==> src/rtl/ip_prefetch_queue.sv <==
// Instruction prefetch stage: fetches single words at the current IP and queues them, tagged with
// their address, for the decoder. A flush empties the queue and discards the fetch in flight.
module ip_prefetch_queue #(
   parameter int DEPTH = 4,
   parameter int AW    = 32,
   parameter int DW    = 32,
   parameter int CW    = 3
) (
   input  logic          Clk,
   input  logic          Reset,
   input  logic [AW-1:0] ip_addr,
   output logic          ip_oe,
   output logic          ip_inc,
   input  logic          flush,
   output logic          mem_req,
   output logic [AW-1:0] mem_addr,
   input  logic          mem_ack,
   input  logic [DW-1:0] mem_rdata,
   output logic          dec_valid,
   output logic [DW-1:0] dec_instr,
   output logic [AW-1:0] dec_addr,
   input  logic          dec_ready,
   output logic [CW-1:0] count
);

   localparam int PW = $clog2(DEPTH);

   typedef enum logic [1:0] {IDLE, REQ, DISCARD} state_t;

   state_t          state_reg, state_next;
   logic            mem_req_reg;
   logic [AW-1:0]   mem_addr_reg;
   logic [PW-1:0]   wr_ptr_reg, rd_ptr_reg;
   logic [CW-1:0]   count_reg;
   logic [DW-1:0]   instr_mem [DEPTH];
   logic [AW-1:0]   addr_mem  [DEPTH];
   logic            issue, push, pop;

   always_ff @(posedge Clk) begin
      if (!Reset) state_reg <= IDLE;
      else        state_reg <= state_next;
   end

   always_comb begin
      state_next = state_reg;
      case (state_reg)
         IDLE:    if (issue) state_next = REQ;
         REQ: begin
            if (mem_ack)    state_next = IDLE;
            else if (flush) state_next = DISCARD;
         end
         DISCARD: if (mem_ack) state_next = IDLE;
         default: state_next = IDLE;
      endcase
   end

   // A request is only launched with a free slot, so the eventual push cannot overflow.
   always_comb begin
      ip_oe  = (state_reg == IDLE);
      issue  = (state_reg == IDLE) && !flush && (count_reg < CW'(DEPTH));
      push   = Reset && (state_reg == REQ) && mem_ack && !flush;
      ip_inc = push;
   end

   assign pop       = (count_reg != '0) && dec_ready && !flush;
   assign dec_valid = (count_reg != '0);
   assign dec_instr = instr_mem[rd_ptr_reg];
   assign dec_addr  = addr_mem[rd_ptr_reg];
   assign mem_req   = mem_req_reg;
   assign mem_addr  = mem_addr_reg;
   assign count     = count_reg;

   always_ff @(posedge Clk) begin
      if (!Reset) begin
         mem_req_reg  <= 1'b0;
         mem_addr_reg <= '0;
         wr_ptr_reg   <= '0;
         rd_ptr_reg   <= '0;
         count_reg    <= '0;
      end else begin
         if (issue) begin
            mem_req_reg  <= 1'b1;
            mem_addr_reg <= ip_addr;
         end else if (state_reg != IDLE && mem_ack) begin
            mem_req_reg  <= 1'b0;
         end

         if (flush) begin
            wr_ptr_reg <= '0;
            rd_ptr_reg <= '0;
            count_reg  <= '0;
         end else begin
            if (push) wr_ptr_reg <= wr_ptr_reg + PW'(1);
            if (pop)  rd_ptr_reg <= rd_ptr_reg + PW'(1);
            case ({push, pop})
               2'b10:   count_reg <= count_reg + CW'(1);
               2'b01:   count_reg <= count_reg - CW'(1);
               default: count_reg <= count_reg;
            endcase
         end
      end
   end

   for (genvar gi = 0; gi < DEPTH; gi++) begin : g_entry
      always_ff @(posedge Clk) begin
         if (push && wr_ptr_reg == PW'(gi)) begin
            instr_mem[gi] <= mem_rdata;
            addr_mem[gi]  <= mem_addr_reg;
         end
      end
   end

endmodule

==> config.mk <==
export PLATFORM = sky130hd
export DESIGN_NAME = ip_prefetch_queue
export DESIGN_NICKNAME = d
export VERILOG_FILES = /design/src/rtl/ip_prefetch_queue.sv
export SDC_FILE = /design/constraint.sdc
export NUM_CORES = 1
export LEC_CHECK = 0
export BUFFER_PORTS_ARGS = -buffer_cell sky130_fd_sc_hd__buf_2
export CORE_MARGIN = 2
export CORE_UTILIZATION = 47
export CTS_CLUSTER_DIAMETER = 120
export DETAILED_ROUTE_END_ITERATION = 10
export PLACE_DENSITY = 0.67
export RECOVER_POWER = 100
export SETUP_SLACK_MARGIN = 0.15
export SLEW_MARGIN = 20
export SYNTH_ARGS = -nofsm -noshare
export SYNTH_HDL_FRONTEND = slang
export SYNTH_SLANG_ARGS = --single-unit
==> constraint.sdc <==
create_clock -name Clk -period 5.2 [get_ports Clk]
set_clock_uncertainty 0.1 [all_clocks]
set_input_delay 1.04 -clock Clk [delete_from_list [all_inputs] [get_ports Clk]]
set_output_delay 1.04 -clock Clk [all_outputs]
set_load 0.01 [all_outputs]
==> load_flow_metrics.sql, run 1 <==
INSERT INTO impl_metrics (metric_group, metric, value, unit) VALUES
('clock_tree', 'cts_setup_buffers', '0', ''),
('yosys', 'synthDominantCellAreaShare', '0.6994', ''),
('grt', 'grt_pass1_vias', '5484', ''),
('floorplan', 'die_width', '156.9', 'um'),
('yosys', 'synth.ff_latch_count', '300', ''),
('worst_setup_path', 'critPathLaunchType', 'flop', ''),
('grt', 'first_pass_grt_wire_length', '31000', 'um'),
('run', 'max-cap-violations', '5', ''),
('layout', 'layout.nets', '793', ''),
('route', 'drt_first_pass_iters', '6', ''),
('sta', 'min_period_over_period', '0.8103', ''),
('worst_setup_path', 'worst_path_largest_cell_delay', '1.31', 'ns'),
('layout', 'finish.instance_area', '13000', 'um2'),
('power_and_ir_drop', 'powerDensity', '383.6', 'nW/um2'),
('floorplan', 'die-area', '24630', 'um2'),
('layout', 'area.growth.synth_to_final', '18.30', '%'),
('worst_setup_path', 'crit_path_top_delay_cell', 'dfxtp_2', ''),
('layout', 'drive_gt1_frac', '0.2129', ''),
('worst_setup_path', 'critical_path_arrival', '3.07', 'ns'),
('clock_tree', 'post_cts.resized_instances', '0', ''),
('hold_path', 'hold_path_class', 'reg -> reg', ''),
('clock_tree', 'total_number_of_clock_tree_sinks', '300', ''),
('sta', 'unrepaired_setup_endpoints_after_global_routing', 'false', ''),
('run_status', 'failed_checks', 'capacitance limit, slew limit', ''),
('layout', 'layout.cells.most_common_list', 'edfxtp_1, clkbuf_1, nand2_1', ''),
('clock_tree', 'clk_pin_slew_worst_paths', '0.06', 'ns'),
('sta', 'fin_crit', '4.214', 'ns'),
('clock_tree', 'clock_latency', '0.53', 'ns'),
('clock_tree', 'h-tree-depth', '1', ''),
('route', 'detail_route.wl_per_cell', '19.41', 'um'),
('floorplan', 'boundaryPins', '172', ''),
('place', 'place_area', '12140', 'um2'),
('floorplan', 'std_cell_core_area', '22780', 'um2'),
('floorplan', 'core.rowCount', '55', ''),
('worst_setup_path', 'category_of_the_critical_setup_timing_path', 'reg -> out', ''),
('place', 'gp_routability_congestion', '0.7503', ''),
('yosys', 'synthesis.area', '10990', 'um2'),
('worst_setup_path', 'critPathRequiredTime', '4.06', 'ns'),
('clock_tree', 'cts_buffer_depth', '3', ''),
('grt', 'grt_start_max_net_pins', '65', ''),
('route', 'route.antenna.remaining_nets', '0', ''),
('place', 'placement.io_buffers', '171', ''),
('route', 'vias', '5522', ''),
('grt', 'globalRoute.totalOverflow', '0', ''),
('route', 'drc', '0', ''),
('worst_setup_path', 'path_cells', 'buf_4 > mux4_2 > clkbuf_1', ''),
('sta', 'fin_tns_setup', '0', 'ns'),
('sta', 'timing_hold_violations_final', '0', ''),
('clock_tree', 'ctsHoldBuffers', '0', ''),
('floorplan', 'floorplan.die.height', '156.9', 'um'),
('power_and_ir_drop', 'leakage', '4.125', 'nW'),
('sta', 'timing.final.max_slew_violations', '294', ''),
('sta', 'setup-violations-final', '0', ''),
('run_status', 'outcome', 'complete, but fails checks', ''),
('grt', 'grt_usage', '0.1658', ''),
('worst_setup_path', 'timing.critical_path.max_delay_family', 'flip-flops', ''),
('worst_setup_path', 'crit_fanout', '40', ''),
('power_and_ir_drop', 'vdd_drop_max', '0.2337', 'mV'),
('yosys', 'synth_area_leader_cell', 'edfxtp_1', ''),
('worst_setup_path', 'cp_num_buf_inv', '2', ''),
('clock_tree', 'root_buffer', 'clkbuf_16', ''),
('worst_setup_path', 'timing.critical_path.to_type', 'output pin', ''),
('sta', 'slew_headroom', '-0.1955', ''),
('floorplan', 'start_util', '0.4826', ''),
('yosys', 'synth-seq-area-share', '0.7795', ''),
('sta', 'max_slew.worst_pin.slew', '1.793', 'ns'),
('route', 'drt-initial-drc-count', '318', ''),
('yosys', 'synthTopCellsByArea', 'edfxtp_1, mux4_2, dfxtp_1, nand2_1, a21boi_1', ''),
('yosys', 'syn-instance-count', '537', ''),
('route', 'detail_route.vias_per_cell', '5.229', ''),
('yosys', 'synthesis.yosys.warnings', '0', ''),
('clock_tree', 'tritoncts', 'built', ''),
('layout', 'final_common_cell', 'edfxtp_1', ''),
('route', 'route.final.wire_length', '20490', 'um'),
('yosys', 'ys_types', '33', ''),
('place', 'post-dp-hpwl', '11990', 'um'),
('yosys', 'mappedNetlistNets', '612', ''),
('grt', 'initial_antenna_violation_count', '0', ''),
('yosys', 'syn_area_per_cell', '20.47', 'um2'),
('sta', 'max_clk_rate', '0.2373', 'GHz'),
('clock_tree', 'tritoncts.num_buffers', '31', '');
-- path summary, 6_finish.rpt --
| path | start | end | slack, ns | cells past startpoint |
|---|---|---|---|---|
| setup / recovery | flop | dec_instr[0] | 0.99 | 3 |
| hold / removal | mem_req | mem_req | 0.41 | 1 |
| setup reg to reg | state_reg[0] | instr_mem[1][12] | 2.16 | 3 |
| hold reg to reg | mem_req | mem_req | 0.41 | 1 |
-- per-stage QoR --
step	utilization	hold slack, ns	setup WS [ns]	std cells	power, mW
6_report	0.5709	0.4102	0.9863	1056	4.989
4_1_cts	0.5786	0.4048	1.351	1055	5.044
3_3_place_gp	0.5330	0.3779	1.546	998	2.828
5_1_grt	0.5708	0.4209	0.6961	1055	5.143
3_5_place_dp	0.5331	0.3844	1.424	998	2.837
2_1_floorplan	-	0.3847	1.475	537	2.761
-- cells by family after synthesis --
logic type / count (synthesis) / synth area share
muxes: 66 / 0.1331
DFF: 300 / 0.7795
and+or+nand+nor: 88 / 0.03449
adders and majority gates: 6 / 0.007513
xor gates and xnor gates: 5 / 0.003984
AOI/OAI and AO/OA: 40 / 0.02686
buffers and inverters: 32 / 0.01457
-- final cells by class --
type,instances,area [um2]
repair buffers,174,708.2
clock inverters,18,210.2
fillers,1748,9774
flip-flops and latches,300,8573
well taps,313,391.6
clock buffers,39,825.8
diodes,1,2.502
inverters,6,22.52
multi-input cells,205,2270
-- layer usage --
layer / share of wire / GRT usage / vias to the layer above / routed length (um)
li1: - / - / 2501 / -
met4: 0.024 / 0.04587 / 0 / 502
met2: 0.47 / 0.2723 / 198 / 9659
met5: 0 / 0 / - / 0
met1: 0.44 / 0.2276 / 2783 / 8976
met3: 0.066 / 0.03497 / 40 / 1356
-- where the power goes --
part	switching, mW	internal [mW]
combinational	0.0716	0.0429
sequential	0.0268	2.63
clock	0.854	1.36
total	0.952	4.04
-- synthesized netlist by cell type --
cell type,instances
mux2_2,1
clkbuf_1,3
o211a_1,1
a21oi_1,2
clkbuf_2,1
xnor2_1,1
fa_1,1
o311ai_0,1
and2_1,4
nor3b_1,1
inv_1,6
mux4_2,64
nand2b_1,1
a21boi_0,2
ha_1,5
edfxtp_1,256
or3_1,2
mux2i_1,1
or4_1,1
o31ai_1,1
nand2_1,65
a21boi_1,30
nor4_4,1
buf_6,3
buf_2,13
buf_1,6
o21ai_0,2
a2111oi_0,1
dfxtp_1,44
nor2b_1,1
nor2_1,11
nand3b_1,1
xor2_1,4
Power figures use the tool's default switching activity.
==> run 2, diff against run 1 <==
--- a/config.mk
+++ b/config.mk
@@ -5,12 +5,13 @@
 export SDC_FILE = /design/constraint.sdc
 export NUM_CORES = 1
 export LEC_CHECK = 0
+export ABC_AREA = 1
 export BUFFER_PORTS_ARGS = -buffer_cell sky130_fd_sc_hd__buf_2
 export CORE_MARGIN = 2
 export CORE_UTILIZATION = 47
 export CTS_CLUSTER_DIAMETER = 120
 export DETAILED_ROUTE_END_ITERATION = 10
-export PLACE_DENSITY = 0.67
+export PLACE_DENSITY = 0.7
 export RECOVER_POWER = 100
 export SETUP_SLACK_MARGIN = 0.15
 export SLEW_MARGIN = 20
==> constraint.sdc (replaced) <==
create_clock -name Clk -period 3.8 [get_ports Clk]
set_clock_uncertainty 0.1 [all_clocks]
set_input_delay 0.76 -clock Clk [delete_from_list [all_inputs] [get_ports Clk]]
set_output_delay 0.76 -clock Clk [all_outputs]
set_load 0.01 [all_outputs]
==> load_flow_metrics.sql, run 2 <==
INSERT INTO impl_metrics (metric_group, metric, value, unit) VALUES
('run_status', 'outcome', 'complete, but fails checks', ''),
('run_status', 'failed_checks', 'capacitance limit, slew limit', ''),
('power_and_ir_drop', 'power.clock.fraction', '0.414', ''),
('floorplan', 'boundaryPins', '172', ''),
('clock_tree', 'tritoncts', 'built', ''),
('run', 'max-cap-violations', '2', ''),
('worst_setup_path', 'rr_startpoint', 'state_reg[0]', ''),
('power_and_ir_drop', 'internal_power', '5.201', 'mW'),
('sta', 'min_period_over_period', '0.8626', ''),
('floorplan', 'core.rowCount', '56', ''),
('route', 'drt-initial-drc-count', '812', ''),
('hold_path', 'hold_path_class', 'in -> reg', ''),
('clock_tree', 'post_cts.resized_instances', '0', ''),
('clock_tree', 'tritoncts.num_buffers', '30', ''),
('sta', 'final_worst_path_setup_slack', '0.5220', 'ns'),
('worst_setup_path', 'critical_path_arrival', '2.42', 'ns'),
('route', 'route.final.wire_length', '24560', 'um'),
('yosys', 'synthDominantCellAreaShare', '0.6821', ''),
('place', 'placement.io_buffers', '171', ''),
('clock_tree', 'cts_setup_buffers', '0', ''),
('layout', 'final_common_cell', 'edfxtp_1', ''),
('yosys', 'synthMostInstantiatedCell', 'edfxtp_1', ''),
('sta', 'fin_tns_setup', '0', 'ns'),
('worst_setup_path', 'category_of_the_critical_setup_timing_path', 'reg -> out', ''),
('grt', 'initial_antenna_violation_count', '0', ''),
('floorplan', 'die_width', '158.8', 'um'),
('grt', 'globalRoute.totalOverflow', '0', ''),
('sta', 'setup-violations-final', '0', ''),
('route', 'vias', '7203', ''),
('sta', 'fin_crit', '3.278', 'ns'),
('clock_tree', 'clk_pin_slew_worst_paths', '0.06', 'ns'),
('route', 'drt_first_pass_iters', '5', ''),
('floorplan', 'std_cell_core_area', '23470', 'um2'),
('sta', 'unrepaired_setup_endpoints_after_global_routing', 'false', ''),
('yosys', 'ys_types', '21', ''),
('layout', 'seq_area', '8573', 'um2'),
('layout', 'fill_cells', '1936', ''),
('power_and_ir_drop', 'leakage', '4.479', 'nW'),
('yosys', 'synth_common_cells', 'edfxtp_1, nor2_1, o21ai_0, o22ai_1, o21ai_1', ''),
('yosys', 'synth_area_leader_cell', 'edfxtp_1', ''),
('place', 'dp_cells', '1305', ''),
('grt', 'grt_start_max_net_pins', '129', ''),
('clock_tree', 'cts_buffer_depth', '3', ''),
('power_and_ir_drop', 'share_seq_of_total_power', '0.559', ''),
('clock_tree', 'clock_latency', '0.54', 'ns'),
('layout', 'layout.cells.most_common_list', 'edfxtp_1, nor2_1, clkbuf_1', ''),
('layout', 'drive_gt1_frac', '0.1008', ''),
('power_and_ir_drop', 'vdd_drop_max', '0.4093', 'mV'),
('yosys', 'synth.ff_latch_count', '300', ''),
('layout', 'num_antenna_cells', '0', ''),
('clock_tree', 'ctsHoldBuffers', '0', ''),
('power_and_ir_drop', 'net-switching-power', '1.317', 'mW'),
('yosys', 'synth-seq-area-share', '0.7603', ''),
('place', 'post-dp-hpwl', '14480', 'um'),
('place', 'gp_routability_congestion', '0.7572', ''),
('layout', 'layout.nets', '1093', ''),
('layout', 'multiInputGateArea', '2270', 'um2'),
('grt', 'first_pass_grt_wire_length', '38400', 'um'),
('worst_setup_path', 'crit_fanout', '54', ''),
('route', 'route.antenna.remaining_nets', '0', ''),
('grt', 'grt_pass1_vias', '6879', ''),
('place', 'dp_worst_setup_slack', '0.8868', 'ns'),
('yosys', 'synthTopCellsByArea', 'edfxtp_1, dfxtp_1, nor2_1, o22ai_1, o21ai_0', ''),
('sta', 'max_clk_rate', '0.3051', 'GHz'),
('power_and_ir_drop', 'pwr-share-comb', '0.027', ''),
('route', 'drc', '0', ''),
('floorplan', 'die-area', '25230', 'um2'),
('route', 'detail_route.vias_per_cell', '5.292', ''),
('power_and_ir_drop', 'powerDensity', '497.9', 'nW/um2'),
('layout', 'area.growth.synth_to_final', '16.14', '%'),
('clock_tree', 'total_number_of_clock_tree_sinks', '300', ''),
('worst_setup_path', 'timing.critical_path.to_type', 'output pin', ''),
('floorplan', 'start_util', '0.4801', ''),
('route', 'detail_route.wl_per_cell', '18.04', 'um'),
('sta', 'hold-worst-slack', '0.3752', 'ns'),
('yosys', 'synthesis.yosys.warnings', '0', ''),
('sta', 'max_slew.worst_pin.slew', '2.013', 'ns'),
('worst_setup_path', 'critPathRequiredTime', '2.94', 'ns'),
('clock_tree', 'root_buffer', 'clkbuf_16', ''),
('yosys', 'synth-edff-count', '256', ''),
('hold_path', 'worst_hold_startpoint', 'mem_rdata[17]', ''),
('worst_setup_path', 'critPathLaunchType', 'flop', ''),
('sta', 'slew_headroom', '-0.3470', ''),
('floorplan', 'floorplan.die.height', '158.8', 'um'),
('power_and_ir_drop', 'power.share.switching', '0.2020', ''),
('yosys', 'synth_async_sr_flop_share', '0', ''),
('layout', 'final_cells', '1361', ''),
('yosys', 'mappedNetlistNets', '926', ''),
('yosys', 'synthesis.area', '11270', 'um2'),
('grt', 'grt_usage', '0.1909', ''),
('clock_tree', 'h-tree-depth', '1', ''),
('sta', 'timing.final.max_slew_violations', '43', ''),
('sta', 'timing_hold_violations_final', '0', ''),
('yosys', 'ys_dominant_reg_cell', 'edfxtp_1', ''),
('yosys', 'syn_area_per_cell', '13.24', 'um2'),
('yosys', 'syn-instance-count', '851', '');
run 2: worst max-delay path: stages, from the launching register on:
cell and delay, ns:
dfxtp_4 0.36, inv_4 0.43, clkbuf_2 0.53, nor2_1 0.08, o22ai_1 0.26, clkbuf_1 0.18
run 2: metal layers:
metal  wire length (um)  up-vias  GRT usage
li1                   -     3457          -
met4                409        0    0.04295
met5                  0        -          0
met3               1680       36    0.03474
met1              11190     3457     0.2780
met2              11280      253     0.3017
run 2: layout make-up:
cell class                 instances  area share
sequential                       300      0.6550
multi-input combinational        473      0.1734
clock buffer                      45     0.06481
timing repair buffer             188     0.06453
tap                              319     0.03049
inverter                          25    0.007361
clock inverter                    11    0.004397
run 2: final timing paths:
path | to | cells after the start | slack [ns]
setup reg to reg | addr_mem[0][18] | 5 | 0.62
hold reg to reg | mem_req | 2 | 0.38
hold / removal | instr_mem[2][17] | 1 | 0.38
setup / recovery | dec_instr[20] | 5 | 0.52
run 2: power by group through the flow:
stage               Clock (mW)  Combinational (mW)  Sequential (mW)
finish                    2.70               0.177             3.64
global placement             0               0.188             3.71
floorplan                    0              0.0795             3.71
global route              2.90               0.196             3.65
detailed placement           0               0.193             3.71
CTS                       2.75               0.194             3.64
run 2: logic make-up (layout without fill, tap and decap cells):
logic type	Yosys count	count (layout)	synth area share
AO/OA/AOI/OAI	236	236	0.1119
adder cells (fa/ha/maj)	6	6	0.007328
buffers and inverters	78	269	0.03808
flip-flops	300	300	0.7603
AND/OR/NAND/NOR	231	231	0.08238
run 2: metrics by stage:
stage               instance area (um2)  utilization  power, mW
finish                            13090       0.5576      6.518
detailed placement                12440       0.5301      3.905
CTS                               13350       0.5687      6.584
global route                      13090       0.5576      6.740
floorplan                         11270            -      3.791
global placement                  12440       0.5301      3.899
==> run 3, diff against run 2 <==
--- a/config.mk
+++ b/config.mk
@@ -11,6 +11,7 @@
 export CORE_UTILIZATION = 47
 export CTS_CLUSTER_DIAMETER = 120
 export DETAILED_ROUTE_END_ITERATION = 10
+export GPL_TIMING_DRIVEN = 0
 export PLACE_DENSITY = 0.7
 export RECOVER_POWER = 100
 export SETUP_SLACK_MARGIN = 0.15
==> load_flow_metrics.sql, run 3 (same netlist as run 2, synthesis figures left out) <==
INSERT INTO impl_metrics (metric_group, metric, value, unit) VALUES
('run_status', 'outcome', 'complete, but fails checks', ''),
('run_status', 'failed_checks', 'capacitance limit, slew limit', ''),
('route', 'drc', '0', ''),
('place', 'placement.io_buffers', '171', ''),
('clock_tree', 'cts_setup_buffers', '0', ''),
('layout', 'finish.instance_area', '13490', 'um2'),
('layout', 'drive_gt1_frac', '0.1104', ''),
('clock_tree', 'clk_pin_slew_worst_paths', '0.06', 'ns'),
('place', 'dp_worst_setup_slack', '0.6616', 'ns'),
('worst_setup_path', 'crit_path_top_delay_cell', 'clkbuf_1', ''),
('clock_tree', 'root_buffer', 'clkbuf_16', ''),
('clock_tree', 'post_cts.resized_instances', '0', ''),
('sta', 'timing_hold_violations_final', '0', ''),
('grt', 'initial_antenna_violation_count', '0', ''),
('route', 'drt_first_pass_iters', '6', ''),
('route', 'detail_route.vias_per_cell', '5.343', ''),
('sta', 'unrepaired_setup_endpoints_after_global_routing', 'false', ''),
('worst_setup_path', 'worst_path_largest_cell_delay', '0.51', 'ns'),
('worst_setup_path', 'crit_fanout', '10', ''),
('clock_tree', 'h-tree-depth', '1', ''),
('sta', 'max_slew.worst_pin.slew', '2.064', 'ns'),
('worst_setup_path', 'critPathRequiredTime', '2.94', 'ns'),
('clock_tree', 'total_number_of_clock_tree_sinks', '300', ''),
('grt', 'grt_pass1_vias', '7157', ''),
('floorplan', 'std_cell_core_area', '23470', 'um2'),
('sta', 'timing.final.max_slew_violations', '50', ''),
('layout', 'area.growth.synth_to_final', '19.70', '%'),
('sta', 'fin_crit', '3.310', 'ns'),
('run', 'max-cap-violations', '3', ''),
('sta', 'slew_headroom', '-0.3812', ''),
('route', 'vias', '7512', ''),
('worst_setup_path', 'critPathLaunchType', 'flop', ''),
('clock_tree', 'tritoncts.num_buffers', '29', ''),
('clock_tree', 'clock_latency', '0.53', 'ns'),
('worst_setup_path', 'critical_path_arrival', '2.45', 'ns'),
('floorplan', 'die_width', '158.8', 'um'),
('layout', 'fill_cells', '1940', ''),
('worst_setup_path', 'r2r_slack', '0.56', 'ns'),
('power_and_ir_drop', 'leakage', '4.653', 'nW'),
('floorplan', 'boundaryPins', '172', ''),
('layout', 'layout.cells.most_common_list', 'edfxtp_1, clkbuf_1, nor2_1', ''),
('layout', 'seq_area', '8568', 'um2'),
('power_and_ir_drop', 'powerDensity', '490.1', 'nW/um2'),
('clock_tree', 'tritoncts', 'built', ''),
('sta', 'min_period_over_period', '0.8711', ''),
('route', 'drt-initial-drc-count', '585', ''),
('worst_setup_path', 'category_of_the_critical_setup_timing_path', 'reg -> out', ''),
('sta', 'setup-violations-final', '0', ''),
('route', 'detail_route.wl_per_cell', '18.54', 'um'),
('sta', 'max_clk_rate', '0.3021', 'GHz'),
('hold_path', 'hold_path_class', 'in -> reg', ''),
('place', 'place_area', '12820', 'um2'),
('layout', 'final_common_cell', 'edfxtp_1', ''),
('layout', 'num_antenna_cells', '0', ''),
('grt', 'grt_start_max_net_pins', '24', ''),
('layout', 'layout.nets', '1139', ''),
('grt', 'first_pass_grt_wire_length', '39470', 'um'),
('worst_setup_path', 'critPathMostFrequentCell', 'clkbuf_1', ''),
('route', 'route.antenna.remaining_nets', '0', ''),
('grt', 'globalRoute.totalOverflow', '0', ''),
('floorplan', 'start_util', '0.4801', ''),
('floorplan', 'core.rowCount', '56', ''),
('place', 'gp_routability_congestion', '0.7506', ''),
('clock_tree', 'cts_buffer_depth', '3', ''),
('floorplan', 'floorplan.die.height', '158.8', 'um'),
('worst_setup_path', 'path_cells', 'clkbuf_1 > clkbuf_1 > o21ai_0 > o22ai_1 > clkbuf_1', ''),
('route', 'route.final.wire_length', '26070', 'um'),
('floorplan', 'die-area', '25230', 'um2'),
('place', 'post-dp-hpwl', '17030', 'um'),
('worst_setup_path', 'timing.critical_path.to_type', 'output pin', ''),
('power_and_ir_drop', 'power.total', '6.612', 'mW'),
('grt', 'grt_usage', '0.2004', ''),
('sta', 'final_worst_path_setup_slack', '0.4896', 'ns'),
('power_and_ir_drop', 'vdd_drop_max', '0.2835', 'mV'),
('layout', 'multiInputGateArea', '2262', 'um2'),
('clock_tree', 'ctsHoldBuffers', '0', '');
[run 3: cell types whose count changed in the layout (fill, tap and decap cells not counted), sizes merged]
cell | before | now
buf | 55 | 73
clkinv | 10 | 7
clkbuf | 178 | 208
inv | 26 | 24
bufinv | 0 | 2
[run 3: per-stage QoR]
step / hold WS [ns] / TNS [ns] / cells / utilization
floorplan: 0.3644 / -158.99 / 851 / -
global placement: 0.3771 / -759.70 / 1341 / 0.5336
detailed placement: 0.3770 / 0 / 1352 / 0.5463
CTS: 0.3133 / 0 / 1406 / 0.5860
global route: 0.3708 / 0 / 1406 / 0.5747
finish: 0.3791 / 0 / 1406 / 0.5747
[run 3: power breakdown]
part	leakage, nW	internal (mW)	switching, mW
clock	0.460	1.64	1.14
sequential	2.73	3.60	0.0389
combinational	1.47	0.0632	0.122
[run 3: layout make-up]
cell class	instances	area share
inverter	25	0.006957
clock buffer	46	0.06224
tap	319	0.02959
timing repair buffer	182	0.06780
multi-input combinational	473	0.1677
clock inverter	8	0.006957
buffer	53	0.02356
sequential	300	0.6352
[run 3: final timing paths]
path / startpoint / to / cells after the start
worst max register to register: state_reg[0] / addr_mem[0][27] / 6
worst max-delay path: flop / dec_instr[24] / 5
worst min-delay path: mem_rdata[31] / instr_mem[3][31] / 1
worst min register to register: mem_req / mem_req / 2
[run 3: metal layers]
| layer | routed length [um] | GRT usage | vias to the layer above |
|---|---|---|---|
| met1 | 11370 | 0.2819 | 3631 |
| met5 | 0 | 0 | - |
| li1 | - | - | 3553 |
| met4 | 432 | 0.04921 | 0 |
| met2 | 12430 | 0.3313 | 295 |
| met3 | 1835 | 0.02900 | 33 |
[run 3: worst max-delay path: cells and delay by family, from the launching register on]
kind | cells | cell delay, ns
DFF | 1 | 0.33
buffers and inverters | 3 | 1.17
AOI/OAI and AO/OA | 2 | 0.42
